### config.mk
export PLATFORM = sky130hd
export DESIGN_NAME = stream_demux_1xn
export DESIGN_NICKNAME = d
export VERILOG_FILES = /design/src/rtl/stream_demux_pkg.sv /design/src/rtl/demux_out_slot.sv /design/src/rtl/stream_demux_1xn.sv
export SDC_FILE = /design/constraint.sdc
export NUM_CORES = 1
export LEC_CHECK = 0
export CAP_MARGIN = 0
export CORE_UTILIZATION = 34
export CTS_BUF_LIST = sky130_fd_sc_hd__clkbuf_8
export DETAILED_ROUTE_END_ITERATION = 6
export SYNTH_ARGS = -nofsm -noshare
export SYNTH_HDL_FRONTEND = slang
export SYNTH_HIERARCHICAL = 1
export SYNTH_SLANG_ARGS = --single-unit
### constraint.sdc
create_clock -name clk -period 3 [get_ports clk]
set_input_delay 0.45 -clock clk [delete_from_list [all_inputs] [get_ports clk]]
set_output_delay 0.45 -clock clk [all_outputs]
set_load 0.01 [all_outputs]
### src/rtl/stream_demux_pkg.sv
// Shared types and helpers for the 1-to-N stream demultiplexer.
package stream_demux_pkg;

    // Upper bound on channel count supported by the target-mask helper.
    localparam int unsigned MAX_CH = 256;

    typedef enum logic [1:0] {
        IDLE = 2'd0,
        LOCK = 2'd1,
        DROP = 2'd2
    } demux_state_e;

    // Target mask: one bit per channel; all live channels for broadcast,
    // otherwise only the selected channel (zero when sel is out of range).
    function automatic logic [MAX_CH-1:0] target_mask(
        input int unsigned sel,
        input logic        bcast,
        input int unsigned n_ch
    );
        logic [MAX_CH-1:0] mask;
        mask = '0;
        for (int unsigned k = 0; k < MAX_CH; k++) begin
            mask[k] = (k < n_ch) && (bcast || (k == sel));
        end
        return mask;
    endfunction

endpackage

### src/rtl/demux_out_slot.sv
// One-entry output register (valid/data/last) for a single demux channel.
module demux_out_slot #(
    parameter int unsigned DW = 8
) (
    input  logic          clk,
    input  logic          rst_n,
    input  logic          i_load,
    input  logic [DW-1:0] i_data,
    input  logic          i_last,
    input  logic          i_ready,
    output logic          o_can_load,
    output logic          o_valid,
    output logic [DW-1:0] o_data,
    output logic          o_last
);

    logic          r_valid;
    logic [DW-1:0] r_data;
    logic          r_last;

    // Slot accepts a new beat when empty or draining in the same cycle.
    assign o_can_load = !r_valid || i_ready;

    // Slot register; data and last only change on a load so they stay stable under backpressure.
    always_ff @(posedge clk or negedge rst_n) begin
        if (!rst_n) begin
            r_valid <= 1'b0;
            r_data  <= '0;
            r_last  <= 1'b0;
        end else if (i_load) begin
            r_valid <= 1'b1;
            r_data  <= i_data;
            r_last  <= i_last;
        end else if (i_ready) begin
            r_valid <= 1'b0;
        end
    end

    assign o_valid = r_valid;
    assign o_data  = r_data;
    assign o_last  = r_last;

endmodule

### src/rtl/stream_demux_1xn.sv
// Registered 1-to-N stream demultiplexer with packet lock, broadcast and bad-select drop.
module stream_demux_1xn
    import stream_demux_pkg::*;
#(
    parameter  int unsigned N_CH  = 8,
    parameter  int unsigned DW    = 8,
    localparam int unsigned SEL_W = $clog2(N_CH)
) (
    input  logic               clk,
    input  logic               rst_n,
    input  logic               s_valid,
    output logic               s_ready,
    input  logic [DW-1:0]      s_data,
    input  logic [SEL_W-1:0]   s_sel,
    input  logic               s_bcast,
    input  logic               s_last,
    output logic [N_CH-1:0]    m_valid,
    input  logic [N_CH-1:0]    m_ready,
    output logic [N_CH*DW-1:0] m_data,
    output logic [N_CH-1:0]    m_last,
    output logic               err_sel
);

    demux_state_e     r_state;
    demux_state_e     w_state_nxt;
    logic [SEL_W-1:0] r_sel;
    logic             r_bcast;
    logic             r_err;

    logic [SEL_W-1:0] w_sel;
    logic             w_bcast;
    logic             w_sel_ok;
    logic             w_drop;
    logic             w_accept;
    logic [N_CH-1:0]  w_mask;
    logic [N_CH-1:0]  w_can_load;
    logic [N_CH-1:0]  w_load;

    // Routing source: live inputs on a packet head, latched values mid-packet.
    assign w_sel    = (r_state == IDLE) ? s_sel   : r_sel;
    assign w_bcast  = (r_state == IDLE) ? s_bcast : r_bcast;
    assign w_sel_ok = w_bcast || (32'(w_sel) < N_CH);
    assign w_mask   = N_CH'(target_mask(32'(w_sel), w_bcast, N_CH));

    // Dropped beats are swallowed without touching any slot.
    assign w_drop   = (r_state == DROP) || ((r_state == IDLE) && !w_sel_ok);

    // Ready only if every targeted slot can load this cycle; broadcast never splits a beat.
    assign s_ready  = rst_n && (w_drop || (&(w_can_load | ~w_mask)));
    assign w_accept = s_valid && s_ready;
    assign w_load   = (w_accept && !w_drop) ? w_mask : '0;

    // FSM state register.
    always_ff @(posedge clk or negedge rst_n) begin
        if (!rst_n) begin
            r_state <= IDLE;
        end else begin
            r_state <= w_state_nxt;
        end
    end

    // FSM next-state: heads open LOCK or DROP, last beats return to IDLE.
    always_comb begin
        w_state_nxt = r_state;
        case (r_state)
            IDLE: begin
                if (w_accept && !s_last) begin
                    w_state_nxt = w_sel_ok ? LOCK : DROP;
                end
            end
            LOCK, DROP: begin
                if (w_accept && s_last) begin
                    w_state_nxt = IDLE;
                end
            end
            default: w_state_nxt = IDLE;
        endcase
    end

    // Latch the head routing and flag a dropped head for one cycle.
    always_ff @(posedge clk or negedge rst_n) begin
        if (!rst_n) begin
            r_sel   <= '0;
            r_bcast <= 1'b0;
            r_err   <= 1'b0;
        end else begin
            r_err <= w_accept && (r_state == IDLE) && !w_sel_ok;
            if (w_accept && (r_state == IDLE)) begin
                r_sel   <= s_sel;
                r_bcast <= s_bcast;
            end
        end
    end

    assign err_sel = r_err;

    // One output slot per channel.
    for (genvar k = 0; k < N_CH; k++) begin : g_slot
        demux_out_slot #(
            .DW (DW)
        ) u_slot (
            .clk        (clk),
            .rst_n      (rst_n),
            .i_load     (w_load[k]),
            .i_data     (s_data),
            .i_last     (s_last),
            .i_ready    (m_ready[k]),
            .o_can_load (w_can_load[k]),
            .o_valid    (m_valid[k]),
            .o_data     (m_data[k*DW +: DW]),
            .o_last     (m_last[k])
        );
    end

endmodule

# [After elaboration in Yosys (flattened, before gate mapping)]
# Index checks and enable logic that the tools add are counted.
[classes] eq_ne=11 mux=22 bitwise=2 n_reduce_logical=46
[op_table] operator="logical OR 1 bit" count=17
[op_table] operator="2-to-1 mux 1 bit" count=17
[op_table] operator="nonzero test 2 bit" count=8
[op_table] operator="equality test 3 bit (first input constant)" count=4
[op_table] operator="zero test 1 bit" count=10
[op_table] operator="2-to-1 mux 8 bit" count=1
[op_table] operator="NOT 8 bit" count=1
[op_table] operator="bitwise OR 8 bit" count=1
[op_table] operator="AND reduction 8 bit" count=1
[op_table] operator="equality test 2 x 3 -> 1 bit (first input constant)" count=2
[op_table] operator="logical AND 1 bit" count=6
[op_table] operator="2-to-1 mux 2 bit" count=2
[op_table] operator="one-hot mux 2 bit (2 select lines)" count=1
[op_table] operator="equality test 1 x 3 -> 1 bit (first input constant)" count=1
[op_table] operator="zero test 3 bit" count=1
[op_table] operator="2-to-1 mux 3 bit" count=1
[op_table] operator="equality test 2 x 1 -> 1 bit (second input constant)" count=1
[op_table] operator="equality test 2 bit (second input constant)" count=1
[op_table] operator="zero test 2 bit" count=1
[op_table] operator="!= test 2 x 1 -> 1 bit (second input constant)" count=1
[op_table] operator="!= test 2 bit (second input constant)" count=1
[op_table] operator="AND reduction 2 bit" count=1
[op_table] operator="OR reduction 2 bit" count=1
[totals] register_bits=86 input_bits=24

# [Logic depth before layout (Yosys ltp)]
# Gate-level depths: netlist (run 1).
[depth] word_depth=13 depth_mapped=9 mapped_depth_nobuf=8

# [Hierarchy]
# Netlist (run 1), hierarchy kept.
[modules_own_cells] module="demux_out_slot" instances=8 cells_each=22 area_each_um2=409.1
[modules_own_cells] module="stream_demux_1xn" instances=1 cells_each=69 area_each_um2=596.8

# [Worst setup path after synthesis (run 1)]
# No wires, ideal clock.
[synth_timing] path_kind="reg2reg" start="register r_state[0]" end="register g_slot[2].u_slot.r_data[0]" path_stages_with_launch=9 synth_period_minus_slack_ns=2.318 slack_ns=0.682 path_buffers=1 required_ns=2.875 t_arrival_ns=2.193 path_cell_list="dfrtp_1 -> mux2i_2 -> o311a_1 -> a211o_1 -> and4_4 -> nand3_2 -> a31oi_1 -> buf_6 -> mux2_4"
[synth_between] elab_chain_len=12 word_cells_on_any_way=29 classes_between="eq/ne: 8; mux: 3; bitwise: 2; reduce/logical: 16"
[synth_rtl] element="start: declaration" line="stream_demux_1xn.sv:24" rtl="demux_state_e r_state;"
[synth_rtl] element="start signal: assignment" line="stream_demux_1xn.sv:58" rtl="r_state <= w_state_nxt;"
[synth_rtl] element="zero test 2 bit"
[synth_rtl] element="2-to-1 mux 3 bit" line="stream_demux_1xn.sv:40" rtl="assign w_sel = (r_state == IDLE) ? s_sel : r_sel;"
[synth_rtl] element="equality test 1 x 3 -> 1 bit, or another cell as far along" line="stream_demux_pkg.sv:23" rtl="mask[k] = (k < n_ch) && (bcast || (k == sel));"
[synth_rtl] element="logical OR 1 bit" line="stream_demux_pkg.sv:23"
[synth_rtl] element="NOT 8 bit" line="stream_demux_1xn.sv:49" rtl="assign s_ready = rst_n && (w_drop || (&(w_can_load | ~w_mask)));"
[synth_rtl] element="bitwise OR 8 bit" line="stream_demux_1xn.sv:49"
[synth_rtl] element="AND reduction 8 bit" line="stream_demux_1xn.sv:49"
[synth_rtl] element="logical OR 1 bit" line="stream_demux_1xn.sv:49"
[synth_rtl] element="logical AND 1 bit" line="stream_demux_1xn.sv:49"
[synth_rtl] element="logical AND 1 bit" line="stream_demux_1xn.sv:50" rtl="assign w_accept = s_valid && s_ready;"
[synth_rtl] element="logical AND 1 bit" line="stream_demux_1xn.sv:51" rtl="assign w_load = (w_accept && !w_drop) ? w_mask : '0;"
[synth_rtl] element="2-to-1 mux 8 bit *" line="stream_demux_1xn.sv:51"
[synth_rtl] element="net w_load[2]" line="stream_demux_1xn.sv:37" rtl="logic [N_CH-1:0] w_load;"
[synth_rtl] element="end signal: assignment" line="demux_out_slot.sv:32" rtl="r_data <= i_data;"
[synth_rtl] element="end: declaration" line="demux_out_slot.sv:18" rtl="logic [DW-1:0] r_data;"
# The timed path passes the listed nets; every way through them passes the cells marked *.
# A chain may end at the register's enable or synchronous reset.

# [Worst setup path after layout (run 1)]
[layout_timing] start="register r_state[0]" end="register g_slot[2].u_slot.r_data[7]"
# The elaborated chain is that of the path after synthesis.

==> flow_summary.yaml, run 1 <==
routing:
  num_vias: 2469
  drc: 0
  via_per_inst: 4.73
  antenna_left: 0
  wl_per_cell_um: 18.2
  highest_layer: "met4"
  wl_met1_mm: 4.39
  dr.first_iter.drc_count: 87
  routed_wl_mm: 9.51
  dr_wl_met3_um: 440
  met2_length_mm: 4.54
  dr.pass1.iters: 4
final_layout:
  n_fill_cell: 987
  post-route-util_pct: 49.3
  fin_area_um2: 5410
  drive_above_1_share_pct: 36.9
  n_antenna_cell: 0
  fin_cells: 522
  mostFrequentLayoutCells: "100 x clkdlybuf4s50_1, 84 x dfrtp_1, 76 x mux2_4"
  area_growth_pct: 39.8
  finalNetCount: 401
  final_common_cell: "clkdlybuf4s50_1"
placed_design:
  place_congestion: 0.918
  dp_hpwl_mm: 6.72
  dpl_cell_area_um2: 5200
  pre_cts_ws_ps: -47.5
  port_buffers: 104
  dpl.cell_count: 502
power_and_ir_drop:
  internal-power_uw: 4140
  leakagePower_uw: 0.00240
  combinationalPowerShare_pct: 53.1
  ir_drop_v: 0.000428
  netSwitchingFraction_pct: 32.1
  pwr-share-seq_pct: 35.1
  pwr_density_cell_nw_per_um2: 1130
  clockPowerShare_pct: 11.8
  power.switching_uw: 1960
hold_path:
  hold_path.class: "in -> async"
timing:
  timing.fmax_mhz: 365
  finalSetupTns_ps: 0
  finalSetupViolCount: 0
  rsz0062_at_grt: "false"
  fin_skew_ps: 11.6
  max_slew_margin_pct: 63.4
  hold_violations: 0
  maxSlewViolCount: 0
  finalCriticalPeriod_ps: 2740
  fin_ws_ps: 263
  period_share_pct: 91.2
  worstMarginPinSlew_ps: 550
clocking:
  clock_latency_ps: 350
  cts_buffer_depth: 2
  hold_buffers: 0
  clk_pin_slew_ps: 90
  h-tree-depth: 3
  tritoncts: "yes"
  cts_buffers: 9
  clock_sinks: 85
  root_buffer: "clkbuf_8"
logic_synthesis:
  synthesis.nets: 269
  syn_inst: 245
  ys_ff_latch: 85
  async_reset_ff_share_pct: 100
  yosys_most_used_dff: "dfrtp_1"
  synth-edff-count: 0
  yosysUniqueCellTypes: 39
  yosysSeqAreaShare_pct: 55.0
  synthTopCellsByArea: "dfrtp_1 55%, mux2_4 29%, nand2b_1 2.7%"
  avgSynthCellArea_um2: 15.8
  yosysTopAreaCellShare_pct: 55.0
  synth_top_cell_by_area: "dfrtp_1"
  synth_area_um2: 3870
  ys_warn_count: 6
floorplan:
  start_util_pct: 35.2
  die_x_um: 109
  io_pins: 106
  design.core.area_um2: 11000
  rows: 38
  dieArea_um2: 11800
  die_y_um: 109
global_routing:
  grt_pass1_vias: 2592
  grt_pass1_wl_mm: 15.0
  overflow: 0
  grt_max_degree: 45
  grt_use_total_pct: 17.2
  antenna_found_initial: 0
setup_path:
  path_depth: 9
  crit_type: "reg -> reg"
  crit_required_ps: 3230
  crit_slowest_cell: "dfrtp_2"
  crit_chain: "clkbuf_4 -> and3b_2 -> and2_1 -> o21bai_1 -> and4_4 -> nand3_2 -> a31oi_2 -> buf_4 -> mux2_4"
  crit_buf_inv: 2
  reg2reg_slack_ps: 260
  end_kind: "flop"
  crit_family: "simple AND/OR/NAND/NOR gates"
  reg2reg_from: "r_state[0]"
  critPathMaxFanout: 9
  worstRegToRegCells: 9
  crit_path_start: "r_state[0]"
  critPathMaxStageDelay_ps: 480
  r2r-end: "g_slot[2].u_slot/o_data[7]"
  cp-endpoint: "g_slot[2].u_slot/o_data[7]"
  cp.arrival_ps: 2970
  start_kind: "flop"
run:
  drv_cap: 0
status:
  status: "finished clean"
## flip-flops by register name (all words and copies together) (netlist names)
name / flops
g_slot.u_slot/o_data: 64
g_slot.u_slot/o_last: 8
g_slot.u_slot/o_valid: 8
r_bcast: 1
r_sel: 3
r_state: 1
## logic make-up (layout without fill, tap and decap cells)
family | count (synthesis) | count (layout) | synth area share [%]
AND/OR/NAND/NOR | 49 | 49 | 8.02
other | 1 | 1 | 0.0969
multiplexers | 80 | 80 | 30.6
flip-flops | 85 | 85 | 55.0
buffers and inverters | 12 | 149 | 3.01
AO/OA/AOI/OAI | 18 | 18 | 3.27
## repair_timing
item,in CTS,in global routing
buffers inserted,0,4
setup endpoints to repair,1,1
endpoints found under the hold margin,0,0
gates resized for setup,3,2
## power groups by stage
stage                     logic, uW  clock network, uW  registers, uW
after global placement         3170                  0           2160
after detailed placement       3210                  0           2160
after floorplan                1440                  0           2330
after CTS                      3220                755           2160
after global routing           3450                802           2210
final                          3240                721           2140
## synth_stat cells (2+ instances only)
| cell | n |
|---|---|
| nand3_1 | 3 |
| a31oi_1 | 2 |
| a21oi_1 | 6 |
| nand2_1 | 4 |
| mux2i_1 | 2 |
| nand3b_1 | 3 |
| o21ai_0 | 2 |
| nor2_1 | 7 |
| nand2b_1 | 17 |
| dfrtp_1 | 85 |
| nand4b_1 | 2 |
| mux2_4 | 76 |
| buf_6 | 9 |
| and4_4 | 2 |
## worst min path at each step
stage / startpoint / end / cells past startpoint
after floorplan: rst_n / g_slot[0].u_slot/o_data[0] / 0
after global placement: g_slot[0].u_slot/o_data[4] / g_slot[0].u_slot/o_data[4] / 1
after detailed placement: g_slot[1].u_slot/o_data[0] / g_slot[1].u_slot/o_data[0] / 1
after CTS: rst_n / g_slot[1].u_slot/o_data[1] / 2
after global routing: rst_n / g_slot[3].u_slot/o_valid / 2
final: rst_n / g_slot[7].u_slot/o_data[1] / 2
## layer usage
metal	up-vias	track usage (%)
met2	85	27.3
met5	-	0
met1	1246	23.3
met3	13	3.53
li1	1125	-
met4	0	6.37
## metrics by stage
| step | hold WS (ps) | total power, uW |
|---|---|---|
| after floorplan | 154 | 3770 |
| after detailed placement | 494 | 5370 |
| after CTS | 195 | 6130 |
| final | 180 | 6100 |
| after global routing | 216 | 6460 |
| after global placement | 496 | 5330 |
## layout make-up
type,instances,area [um^2],area share [%]
Sequential cell,85,2130,39.3
Multi-Input combinational cell,148,1660,30.6
Timing Repair Buffer,131,1270,23.4
Tap cell,140,175,3.24
Clock buffer,9,124,2.29
Clock inverter,7,51.3,0.948
Inverter,2,7.51,0.139
Note: power is estimated with default switching activity, not from simulation.
==> run 2: changes to the inputs <==
- ABC_CLOCK_PERIOD_IN_PS: default -> 3000
==> results of run 2 <==
Same layout as run 1: the final DEF is identical, and so are final timing and power.
